[src/rtl/mem_port_arbiter_pkg.sv]
// Shared definitions for the fetch/data memory port arbiter.
package mem_port_arbiter_pkg;

  // Owner of the read data returning on the cycle after a grant. Doubles as the FSM state:
  // TAG_NONE = IDLE, TAG_FETCH = RD_F, TAG_DATA = RD_D.
  typedef enum logic [1:0] {
    TAG_NONE  = 2'd0,
    TAG_FETCH = 2'd1,
    TAG_DATA  = 2'd2
  } tag_e;

  // Every access is a single word.
  localparam logic [1:0] ACC_WORD = 2'b00;

  // Starve counter width; large enough for limits up to 15.
  localparam int unsigned STARVE_W = 4;

endpackage

[src/rtl/mem_port_arbiter_arb_prio_select.sv]
// Combinational priority select between fetch and data for the shared memory port.
module arb_prio_select (
  input  logic i_f_req,
  input  logic i_d_req,
  input  logic i_d_misaligned,
  input  logic i_starve_hit,
  input  logic i_busy,
  output logic o_grant_f,
  output logic o_grant_d,
  output logic o_err
);

  // Data normally wins; a starved fetch wins outright; a misaligned data request is
  // rejected without using the port, so fetch may take the slot in the same cycle.
  always_comb begin
    o_grant_f = 1'b0;
    o_grant_d = 1'b0;
    o_err     = 1'b0;
    if (!i_busy) begin
      if (i_f_req && i_starve_hit) begin
        o_grant_f = 1'b1;
      end else if (i_d_req) begin
        o_grant_d = 1'b1;
        o_err     = i_d_misaligned;
        o_grant_f = i_f_req & i_d_misaligned;
      end else begin
        o_grant_f = i_f_req;
      end
    end
  end

endmodule

[src/rtl/mem_port_arbiter.sv]
// Shares one mainMem port between fetch (instruction reads) and the memory stage (loads
// and stores). Reads return one cycle after grant; a 1-entry tag routes the returning word.
module mem_port_arbiter
  import mem_port_arbiter_pkg::*;
#(
  parameter int unsigned ADDR_W       = 32,
  parameter int unsigned DATA_W       = 32,
  parameter int unsigned STARVE_LIMIT = 4
) (
  input  logic              clock,
  input  logic              reset,
  input  logic              f_req,
  input  logic [ADDR_W-1:0] f_addr,
  output logic              f_gnt,
  output logic              f_valid,
  output logic [DATA_W-1:0] f_rdata,
  output logic              fetch_stall,
  input  logic              d_req,
  input  logic              d_we,
  input  logic [ADDR_W-1:0] d_addr,
  input  logic [DATA_W-1:0] d_wdata,
  output logic              d_gnt,
  output logic              d_err,
  output logic              d_valid,
  output logic [DATA_W-1:0] d_rdata,
  output logic [ADDR_W-1:0] mem_addr,
  output logic [DATA_W-1:0] mem_data_in,
  input  logic [DATA_W-1:0] mem_data_out,
  output logic [1:0]        mem_acc_size,
  output logic              mem_wren,
  output logic              mem_enable,
  input  logic              mem_busy
);

  localparam logic [STARVE_W-1:0] STARVE_MAX = STARVE_W'(STARVE_LIMIT);

  tag_e                r_tag;
  logic [STARVE_W-1:0] r_starve_cnt;
  logic [DATA_W-1:0]   r_f_hold;
  logic [DATA_W-1:0]   r_d_hold;

  logic w_hold_off;
  logic w_misaligned;
  logic w_starve_hit;
  logic w_grant_f;
  logic w_grant_d;
  logic w_err;
  logic w_issue_d;
  logic w_store;

  // Reset is folded into the arbiter's hold-off so every grant output is 0 while in reset.
  assign w_hold_off   = mem_busy | reset;
  // Word-offset bits are the two LSBs.
  assign w_misaligned = |d_addr[1:0];
  assign w_starve_hit = (r_starve_cnt == STARVE_MAX);

  arb_prio_select u_prio (
    .i_f_req        (f_req),
    .i_d_req        (d_req),
    .i_d_misaligned (w_misaligned),
    .i_starve_hit   (w_starve_hit),
    .i_busy         (w_hold_off),
    .o_grant_f      (w_grant_f),
    .o_grant_d      (w_grant_d),
    .o_err          (w_err)
  );

  assign w_issue_d = w_grant_d & ~w_err;
  assign w_store   = w_issue_d & d_we;

  // Grant side: combinational drive of the memory port from the winning requester.
  always_comb begin
    f_gnt        = w_grant_f;
    d_gnt        = w_grant_d;
    d_err        = w_err;
    fetch_stall  = f_req & ~w_grant_f & ~reset;
    mem_enable   = w_grant_f | w_issue_d;
    mem_wren     = w_store;
    mem_acc_size = ACC_WORD;
    mem_addr     = '0;
    mem_data_in  = '0;
    if (w_issue_d) begin
      mem_addr = d_addr;
    end else if (w_grant_f) begin
      mem_addr = f_addr;
    end
    if (w_store) begin
      mem_data_in = d_wdata;
    end
  end

  // Return side: the tag register marks the cycle in which mem_data_out belongs to a requester.
  always_comb begin
    f_valid = (r_tag == TAG_FETCH);
    d_valid = (r_tag == TAG_DATA);
    f_rdata = f_valid ? mem_data_out : r_f_hold;
    d_rdata = d_valid ? mem_data_out : r_d_hold;
  end

  // Return-tag FSM, starve counter and rdata hold registers.
  always_ff @(posedge clock or posedge reset) begin
    if (reset) begin
      r_tag        <= TAG_NONE;
      r_starve_cnt <= '0;
      r_f_hold     <= '0;
      r_d_hold     <= '0;
    end else begin
      if (r_tag == TAG_FETCH) r_f_hold <= mem_data_out;
      if (r_tag == TAG_DATA)  r_d_hold <= mem_data_out;

      if (w_grant_f) begin
        r_tag <= TAG_FETCH;
      end else if (w_issue_d && !d_we) begin
        r_tag <= TAG_DATA;
      end else begin
        r_tag <= TAG_NONE;
      end

      // Counter only moves on cycles where an issue decision is made.
      if (!mem_busy) begin
        if (w_grant_f || !f_req) begin
          r_starve_cnt <= '0;
        end else if (w_grant_d && (r_starve_cnt != STARVE_MAX)) begin
          r_starve_cnt <= r_starve_cnt + 1'b1;
        end
      end
    end
  end

endmodule

[config.mk]
export PLATFORM = sky130hd
export DESIGN_NAME = mem_port_arbiter
export DESIGN_NICKNAME = d
export VERILOG_FILES = /design/src/rtl/mem_port_arbiter_pkg.sv /design/src/rtl/mem_port_arbiter_arb_prio_select.sv /design/src/rtl/mem_port_arbiter.sv
export SDC_FILE = /design/constraint.sdc
export NUM_CORES = 1
export LEC_CHECK = 0
export CAP_MARGIN = 20
export CORE_AREA = 2 2 101 122
export DETAILED_ROUTE_END_ITERATION = 16
export DIE_AREA = 0 0 103 124
export HOLD_SLACK_MARGIN = 0.08
export PLACE_DENSITY = 0.76
export SLEW_MARGIN = 40
export SYNTH_ARGS = -nofsm -noshare
export SYNTH_HDL_FRONTEND = slang
export SYNTH_SLANG_ARGS = --single-unit
[constraint.sdc]
create_clock -name clock -period 7.95 [get_ports clock]
set_input_delay 2.385 -clock clock [delete_from_list [all_inputs] [get_ports clock]]
set_output_delay 2.385 -clock clock [all_outputs]
set_load 0.05 [all_outputs]
==> results of run 1 <==
## power by group through the flow
| stage | clock, mW | combinational [mW] | sequential (mW) |
|---|---|---|---|
| 2_1_floorplan | 0 | 0.404 | 0.442 |
| 3_3_place_gp | 0 | 0.638 | 0.444 |
| 3_5_place_dp | 0 | 0.648 | 0.449 |
| 4_1_cts | 0.378 | 0.649 | 0.443 |
| 5_1_grt | 0.392 | 0.669 | 0.449 |
| 6_report | 0.368 | 0.644 | 0.443 |
## stage by stage
step / setup slack [ns] / power [mW] / utilization, % / instance area, sq um / instances
2_1_floorplan: 1.61 / 0.846 / - / 3410 / 264
3_3_place_gp: 0.576 / 1.08 / 53.4 / 6150 / 671
3_5_place_dp: 0.515 / 1.10 / 53.9 / 6200 / 673
4_1_cts: 0.504 / 1.47 / 56.3 / 6480 / 689
5_1_grt: 0.395 / 1.51 / 56.3 / 6480 / 689
6_report: 0.485 / 1.46 / 56.3 / 6480 / 689
## worst reg2reg max path: stages, from the launching register on
cell and delay, ns:
dfrtp_1 0.42, inv_1 0.08, ha_1 0.19, nand3b_1 0.21, a21boi_4 0.69, buf_4 0.28
## sequential cells by signal (all words and copies together) (netlist names)
name,flops
r_d_hold,32
r_f_hold,32
r_starve_cnt,4
r_tag,2
## synthesized netlist by cell type (2+ instances only)
master	n
nor2b_1	3
buf_4	2
nand2_1	4
buf_2	8
nand2b_1	2
and2_1	3
inv_1	7
dfrtp_1	70
nand4b_1	2
and3_1	34
ha_1	2
mux2_2	64
nor2_1	2
clkbuf_1	4
buf_6	9
o21ai_0	2
nor3b_4	2
a22o_1	30
## layer usage
metal | GRT usage, % | part of all wire, % | vias to the layer above | wire, um
met4 | 12.2 | 4.4 | 0 | 631
met2 | 35.8 | 49 | 184 | 7000
li1 | - | - | 1477 | -
met5 | 0 | 0 | - | 0
met1 | 23.7 | 38 | 1583 | 5480
met3 | 5.89 | 7.9 | 30 | 1130
## path summary, 6_finish.rpt
kind / startpoint / to / slack, ns / cells after the start
max: f_req / mem_addr[25] / 0.49 / 5
min: r_f_hold[22] / r_f_hold[22] / 0.49 / 1
max reg2reg: r_starve_cnt[0] / r_tag[0] / 6.01 / 5
min reg2reg: r_f_hold[22] / r_f_hold[22] / 0.49 / 1
max in group asynchronous: reset / r_d_hold[29] / 4.78 / 3
min in group asynchronous: reset / r_starve_cnt[3] / 2.71 / 3
## kinds of logic after synthesis
kind of cell	Yosys count	share of synthesized area [%]
AOI/OAI and AO/OA	38	9.59
adders and majority gates	2	0.734
buffers and inverters	30	5.80
DFF	70	51.4
muxes	64	21.2
other	1	0.110
and+or+nand+nor	58	11.2
## layout make-up
cell class / instances / area share, %
clock buffer: 13 / 4.02
clock inverter: 3 / 0.290
inverter: 7 / 0.406
multi-input combinational: 164 / 22.8
sequential: 70 / 27.0
tap: 157 / 3.03
timing repair buffer: 275 / 42.4
==> impl_metrics.ini, run 1 <==
[run_status]
status = finished, final reports clean

[floorplan]
initial_utilization_pct = 29.6
ioPinCount = 272
die-area_sq_um = 12800
die_w_um = 103
core_sq_um = 11500
die_h_um = 124
fp-row-count = 43

[sta]
tns_ns = 0
drv_slew = 0
whs_ns = 0.494
clock_skew_ns = 0.00674
max_freq_mhz = 134
relSlewSlack_pct = 48.2
finalSetupViolCount = 0
min_period_ns = 7.46
rsz0062_at_grt = no
period_share_pct = 93.9
hold_viol = 0
worst_slew_pin_slew_ns = 0.775

[synth]
synthTopCellsByArea = dfrtp_1 51%, mux2_2 21%, a22o_1 7.7%
yosysSeqAreaShare_pct = 51.4
ys.flop_type = dfrtp_1
netlist_instances = 263
async_flop_share_pct = 100
yosysTopAreaCellShare_pct = 51.4
yosys.area.top_type = dfrtp_1
synth_edf_count = 0
ys_types = 31
ys_warn_count = 0
syn_area_sq_um = 3410
syn_area_per_cell_sq_um = 13.0
ys_seq_elements = 70

[global_routing]
grt_pass1_vias = 3429
antenna_found_initial = 0
grt_pass1_wl_um = 19500
gr-total-overflow = 0
grt_usage_pct = 21.2
grt_max_degree = 71

[placed_design]
gp_congestion = 0.867
numPortBuffers = 269
place_hpwl_um = 11800

[worst_hold_path]
hp-class = reg2reg

[power_and_ir_drop]
sw_frac_of_total_pct = 38.1
comb_power_share_pct = 44.3
power.clock.fraction_pct = 25.3
p_leak_nw = 2.73
p_sw_mw = 0.554
pwr-share-seq_pct = 30.4
p_per_area_nw_per_um2 = 225
ir_drop_mv = 0.107
power.internal_mw = 0.901

[routing]
routedWlPerCell_um = 20.7
dr.pass1.iters = 4
drt-initial-drc-count = 88
drc = 0
wl_um = 14200
viasPerCell = 4.75
antenna_left = 0
via_count = 3274

[clock_network]
numClockSinks = 70
cts_tree = done
worstSkewPairLatency_ns = 0.33
post_cts_buffers = 0
cts_resized = 0
h-tree-depth = 3
clkTransAtPathRegs_ns = 0.06
clock_path_buffers = 2
cts_root_buffer = clkbuf_16
hold_buffers = 0
cts_inserted_buffers = 9

[setup_path]
max_stage_delay_ns = 0.83
crit_path_cell_trace = clkdlybuf4s50_1 > nor3b_4 > a21boi_4 > a22o_1 > clkdlybuf4s50_1
critPathSlowestCell = clkdlybuf4s50_1
startpoint_type = input port
crit_arrival_ns = 5.08
worstPathBufferInverterCount = 2
worstPathMaxFanout = 31
worstSetupPathType = in2out
critical_path.top_delay_family = buffers and inverters
path_common_cell = clkdlybuf4s50_1
cp-end-kind = output pin
critPathRequiredTime_ns = 5.57

[layout]
drive_above_1_share_pct = 18.6
syn_to_final_growth_pct = 90.1
final-seq-area_sq_um = 1750
layout_commonest_cell = clkdlybuf4s50_1
fillerInstances = 1001
final_cell_mix = 261 x clkdlybuf4s50_1, 70 x dfrtp_1, 64 x mux2_2
antenna_cells = 0
multi_input_area_sq_um = 1480
nNetsFinal = 663

[run]
drv_cap = 0
Power figures use the tool's default switching activity.
==> run 2: changes to the inputs <==
- CAP_MARGIN: 20 -> default
==> results of run 2 <==
The final DEF is identical to that of run 1; final timing and power are the same.
